===== src/rtl/sample_packer.sv =====
// Packs 2-bit samples into 8-bit words (first sample in the LSBs) and queues
// them in a small first-word-fall-through FIFO with a sticky drop flag.
module sample_packer #(
    parameter int SAMPLE_W   = 2,
    parameter int FIFO_DEPTH = 4,
    parameter int ADDR_W     = 2
) (
    input  logic                    new_clk,
    input  logic                    reset,
    input  logic                    sample_valid,
    input  logic [SAMPLE_W-1:0]     sample_in,
    input  logic                    flush,
    input  logic                    clear_ovf,
    input  logic                    word_ready,
    output logic [4*SAMPLE_W-1:0]   word_data,
    output logic                    word_valid,
    output logic [ADDR_W:0]         fifo_count,
    output logic                    partial,
    output logic                    overflow
);

    localparam int              WORD_W   = 4 * SAMPLE_W;
    localparam logic [ADDR_W:0] FULL_CNT = (ADDR_W + 1)'(FIFO_DEPTH);

    logic [1:0]            r_slot;
    logic [3*SAMPLE_W-1:0] r_shift;
    logic [WORD_W-1:0]     r_mem [FIFO_DEPTH];
    logic [ADDR_W-1:0]     r_wptr;
    logic [ADDR_W-1:0]     r_rptr;
    logic [ADDR_W:0]       r_count;
    logic                  r_ovf;

    logic [WORD_W-1:0]     w_samp_sh;
    logic [WORD_W-1:0]     w_word;
    logic                  w_done;
    logic                  w_pop;
    logic                  w_push;
    logic                  w_drop;

    // Incoming sample moved to its slot position; zero when no sample arrives.
    always_comb begin
        w_samp_sh = '0;
        if (sample_valid) begin
            case (r_slot)
                2'd0:    w_samp_sh = {{3*SAMPLE_W{1'b0}}, sample_in};
                2'd1:    w_samp_sh = {{2*SAMPLE_W{1'b0}}, sample_in, {SAMPLE_W{1'b0}}};
                2'd2:    w_samp_sh = {{SAMPLE_W{1'b0}}, sample_in, {2*SAMPLE_W{1'b0}}};
                default: w_samp_sh = {sample_in, {3*SAMPLE_W{1'b0}}};
            endcase
        end
    end

    // The shift register is cleared whenever a word leaves, so unused upper
    // slots are already zero and a flushed word comes out zero-padded.
    assign w_word = {{SAMPLE_W{1'b0}}, r_shift} | w_samp_sh;
    assign w_done = (sample_valid && (r_slot == 2'd3))
                  || (flush && ((r_slot != 2'd0) || sample_valid));
    assign w_pop  = word_valid && word_ready;
    assign w_push = w_done && ((r_count != FULL_CNT) || w_pop);
    assign w_drop = w_done && !w_push;

    always_ff @(posedge new_clk) begin
        if (reset) begin
            r_slot  <= 2'd0;
            r_shift <= '0;
        end else if (w_done) begin
            r_slot  <= 2'd0;
            r_shift <= '0;
        end else if (sample_valid) begin
            r_slot  <= r_slot + 2'd1;
            r_shift <= r_shift | w_samp_sh[3*SAMPLE_W-1:0];
        end
    end

    always_ff @(posedge new_clk) begin
        if (reset) begin
            r_wptr  <= '0;
            r_rptr  <= '0;
            r_count <= '0;
            for (int i = 0; i < FIFO_DEPTH; i++) begin
                r_mem[i] <= '0;
            end
        end else begin
            if (w_push) begin
                r_mem[r_wptr] <= w_word;
                r_wptr        <= r_wptr + 1'b1;
            end
            if (w_pop) begin
                r_rptr <= r_rptr + 1'b1;
            end
            case ({w_push, w_pop})
                2'b10:   r_count <= r_count + 1'b1;
                2'b01:   r_count <= r_count - 1'b1;
                default: r_count <= r_count;
            endcase
        end
    end

    // A drop in the same cycle as clear_ovf keeps the flag set.
    always_ff @(posedge new_clk) begin
        if (reset) begin
            r_ovf <= 1'b0;
        end else if (w_drop) begin
            r_ovf <= 1'b1;
        end else if (clear_ovf) begin
            r_ovf <= 1'b0;
        end
    end

    assign word_data  = r_mem[r_rptr];
    assign word_valid = (r_count != '0);
    assign fifo_count = r_count;
    assign partial    = (r_slot != 2'd0);
    assign overflow   = r_ovf;

endmodule


===== config.mk =====
export PLATFORM = sky130hd
export DESIGN_NAME = sample_packer
export DESIGN_NICKNAME = d
export VERILOG_FILES = /design/src/rtl/sample_packer.sv
export SDC_FILE = /design/constraint.sdc
export NUM_CORES = 1
export LEC_CHECK = 0
export BUFFER_PORTS_ARGS = -buffer_cell sky130_fd_sc_hd__buf_2
export CORE_UTILIZATION = 50
export DETAILED_ROUTE_END_ITERATION = 8
export GPL_TIMING_DRIVEN = 0
export PLACE_DENSITY = 0.69
export SLEW_MARGIN = 5
export SYNTH_ARGS = -nofsm -noshare
export SYNTH_HDL_FRONTEND = slang
export SYNTH_SLANG_ARGS = --single-unit

===== constraint.sdc =====
create_clock -name new_clk -period 3.1 [get_ports new_clk]
set_clock_uncertainty 0.05 [all_clocks]
set_input_delay 0.62 -clock new_clk [delete_from_list [all_inputs] [get_ports new_clk]]
set_output_delay 0.62 -clock new_clk [all_outputs]
set_load 0.05 [all_outputs]

==> impl_summary.md <==
STA
Headroom to the max-slew limit came out at ~40%. The hold violation total from the final report was 0. In the final timing run, aggregate negative setup slack is 0 ns. Derived from the worst setup path, the maximum achievable clock frequency is 401 MHz.

Setup repair after global routing left no endpoint under its margin. Setup violations remaining at the end of the flow were counted as 0. The number of pins exceeding their max-slew limit in the final report was 0. The worst hold slack after final layout is 0.485 ns. For the pin with the worst max-slew slack, the measured transition is 0.903 ns. The minimum period implied by the final worst setup slack is about 2.5 ns. The worst path uses approximately 80% of the clock period.

Critical path
The data required time of the critical path is 2.98 ns. The class of the most critical setup path is flop to flop. The endpoint identified for the worst register-to-register timing path is r_mem[1][3].

In this run the worst path has a maximum fanout of 8. The cell depth of the worst setup path is 5. The number of buffers and inverters on the critical path is 1. The top cell family by delay on the critical path is compound AO/OA/AOI/OAI gates. On the critical path, the stage with the largest delay is an instance of o21bai_1. The signal on the critical path passes through inv_1 -> ha_1 -> nand2b_1 -> a211o_2 -> o21bai_1.

The startpoint of the lowest-slack register-to-register path is r_slot[0]. STA classifies the critical path startpoint as a flop. The count of cells along the worst register-to-register path is 5.

The data arrival time of the critical path is around 2.4 ns. The critical path endpoint category is a flop. The most critical setup path has its startpoint at r_slot[0]. The end of the critical path is r_mem[1][3].

The slack of the worst reg-to-reg path is 0.61 ns. The maximum cell stage delay along the critical path is 0.71 ns.

Clocking
The clock reaches the later pin of the worst-skew pair after around 0.3 ns. The master cell of the clock root buffer is clkbuf_8. Clock-pin slew was measured on the worst setup and hold paths at 0.08 ns. The clock tree from TritonCTS is built.

The depth of the CTS H-tree is 2. The number of hold buffers added after CTS is 0. In this run, post-CTS repair resized a total of 0 instances.

In this run, CTS created clock tree buffers numbering 5. Buffers added to address setup during post-CTS repair amount to 0. In this run the deepest clock path goes through 2 buffers. The number of sinks on the clock net is 50.

Synthesis
The synthesized design spends more area on one cell type than any other, namely edfxtp_1. Yosys mapped a number of flops with a built-in enable equal to 32. The number of storage elements in the synthesis netlist is 50. Counting flops with an async set or reset pin after synthesis yields a share of 0%. The most used flip-flop cell after synthesis is edfxtp_1. Synthesis instantiated between 40 and 50 different standard cells from the library.

After synthesis, the cell types taking the most area are edfxtp_1 42%, dfxtp_1 16%, mux4_2 7.8%. The warning count from the yosys run is 0. The total standard cell area after synthesis is 2310 sq um. Synthesis produced a netlist with a net count of 204.

Each instance of the synthesized netlist takes up on average 12.1 sq um. The synthesized instance count is 190. Summed over its instances, the top area cell type makes up between 40% and 50% of the synthesized netlist area. For this run, the register share of the synthesized area comes to 57.3%.

Route
The residual DRC count is 0. The detail-routed net length per standard cell is roughly 16 um. The via-per-instance ratio is 5.55. The violation count after the first detailed-routing iteration is 64. The number of optimization iterations in the first detailed-route pass is 4. The wire length reported by the detailed router is around 4.3 mm. The routed layout has 1492 vias. In this run the remaining antenna-violating nets after routing total 0.

GRT
Entering global routing, the biggest net connects 15 pins. The first global-routing pass estimated approximately 7 mm of wire. The initial antenna violation count is 0.

The global-route usage over all layers is 19.6%. For this run the aggregate overflow at the end of global routing stands at 0. The via count of the first global-routing pass is ~1500.

Final layout
The area growth from synthesis to layout is 10.4%. After the flow finishes, the layout carries non-filler instances totaling 269. The final layout contains 230 nets.

The final instance area is about 2500 sq um. The antenna cell count is 0. Leaving out fill and tap cells, the most frequent cells in the layout are 32 x nor2_1, 32 x edfxtp_1, 20 x buf_2. The share of final-layout standard cells stronger than drive strength 1 is 21.7%.

Place
The half-perimeter wire length after placement is 3.16 mm. The congestion estimate from routability-driven global placement came to 0.777. The placed instance count is approximately 260. The total of buffers placed on input and output ports is 19. The area after detailed placement is about 2500 sq um.

Floorplanning
The initialized floorplan defines 24 standard-cell rows. The die is 69.9 um wide. For this configuration, the core starts out at a cell density of 52.6%. The die covers 4890 sq um. The floorplan die height is between 60 and 70 um. The number of top-level pins is 22. The total area inside the core boundary comes to 4380 sq um.

Power and ir drop
Power spread over the standard cell area amounts to 696 nW/um^2. For this design the static power due to leakage is 0.953 nW. The worst-case IR drop observed on VDD is around 0.52 mV. The overall power of the completed layout is ~1.8 mW.

Status
The run finished with clean final reports.

Flow run
Max-cap violations in this run came to 0.

Worst hold path
The class of the tightest hold or removal check is flop to flop.
[cells by family (layout without fill, tap and decap cells)]
logic type	Yosys count	count (layout)	synth area share (%)
xor+xnor	5	5	1.90
simple gates	77	77	16.6
flops	50	50	57.3
buf+inv	19	46	4.34
fa+ha+maj	6	6	3.58
mux	13	13	10.1
compound gates	20	20	6.24
[metal layers]
metal  routed length, um  vias to the layer above  share of wire (%)  GRT usage, %
met4                 150                        0                3.5          10.0
met5                   0                        -                  0             0
li1                    -                      738                  -             -
met1                1880                      708                 44          22.8
met3                 149                       12                3.5          5.05
met2                2130                       34                 49          33.4
[Yosys cell counts, types with 3 or more instances]
cell type and n:
nor2_1 32, edfxtp_1 32, nor2b_1 5, mux4_2 8
dfxtp_1 18, ha_1 5, xnor2_1 3, a31oi_1 7
nand2_1 6, inv_1 8, mux2i_1 3, nand4_1 3
clkbuf_1 6, nor3_1 19
[tightest hold or removal path, cell delays in order (launching register included)]
cell and delay, ns:
dfxtp_1 0.31, a31oi_1 0.09, nor2_1 0.10
[how the worst min path moves through the flow]
stage | startpoint | endpoint | slack, ns | depth (start not counted)
after floorplan | r_shift[2] | r_shift[2] | 0.42 | 2
after global placement | r_shift[5] | r_shift[5] | 0.45 | 2
after detailed placement | r_shift[4] | r_shift[4] | 0.47 | 2
after CTS | r_shift[5] | r_shift[5] | 0.49 | 2
after global routing | r_shift[1] | r_shift[1] | 0.53 | 2
final | r_shift[5] | r_shift[5] | 0.49 | 2
[report_power, final]
part	switching [mW]	internal [mW]
clock	0.202	0.151
combinational	0.406	0.201
sequential	0.0416	0.772
total	0.650	1.12
[metrics by stage]
step / utilization [%] / setup slack (ns)
floorplan: - / 1.00
global placement: 56.3 / 0.605
detailed placement: 56.3 / 0.592
CTS: 58.1 / 0.578
global route: 58.1 / 0.452
finish: 58.1 / 0.607
[layout make-up]
cell class                      instances  area [sq um]
Inverter                                8          30.0
Multi-Input combinational cell        121           886
Clock buffer                            5          68.8
Fill cell                             376          1840
Timing Repair Buffer                   19          95.1
Sequential cell                        50          1320
Tap cell                               52          65.1
Buffer                                 11          70.1
Clock inverter                          3          11.3
[state kept, by name, indices dropped and copies added, names as in the netlist, named ones only]
name	flops
r_rptr	2
r_wptr	2
r_shift	6
fifo_count	3
r_slot	2
r_mem	32
overflow	1
Power figures use the tool's default switching activity.
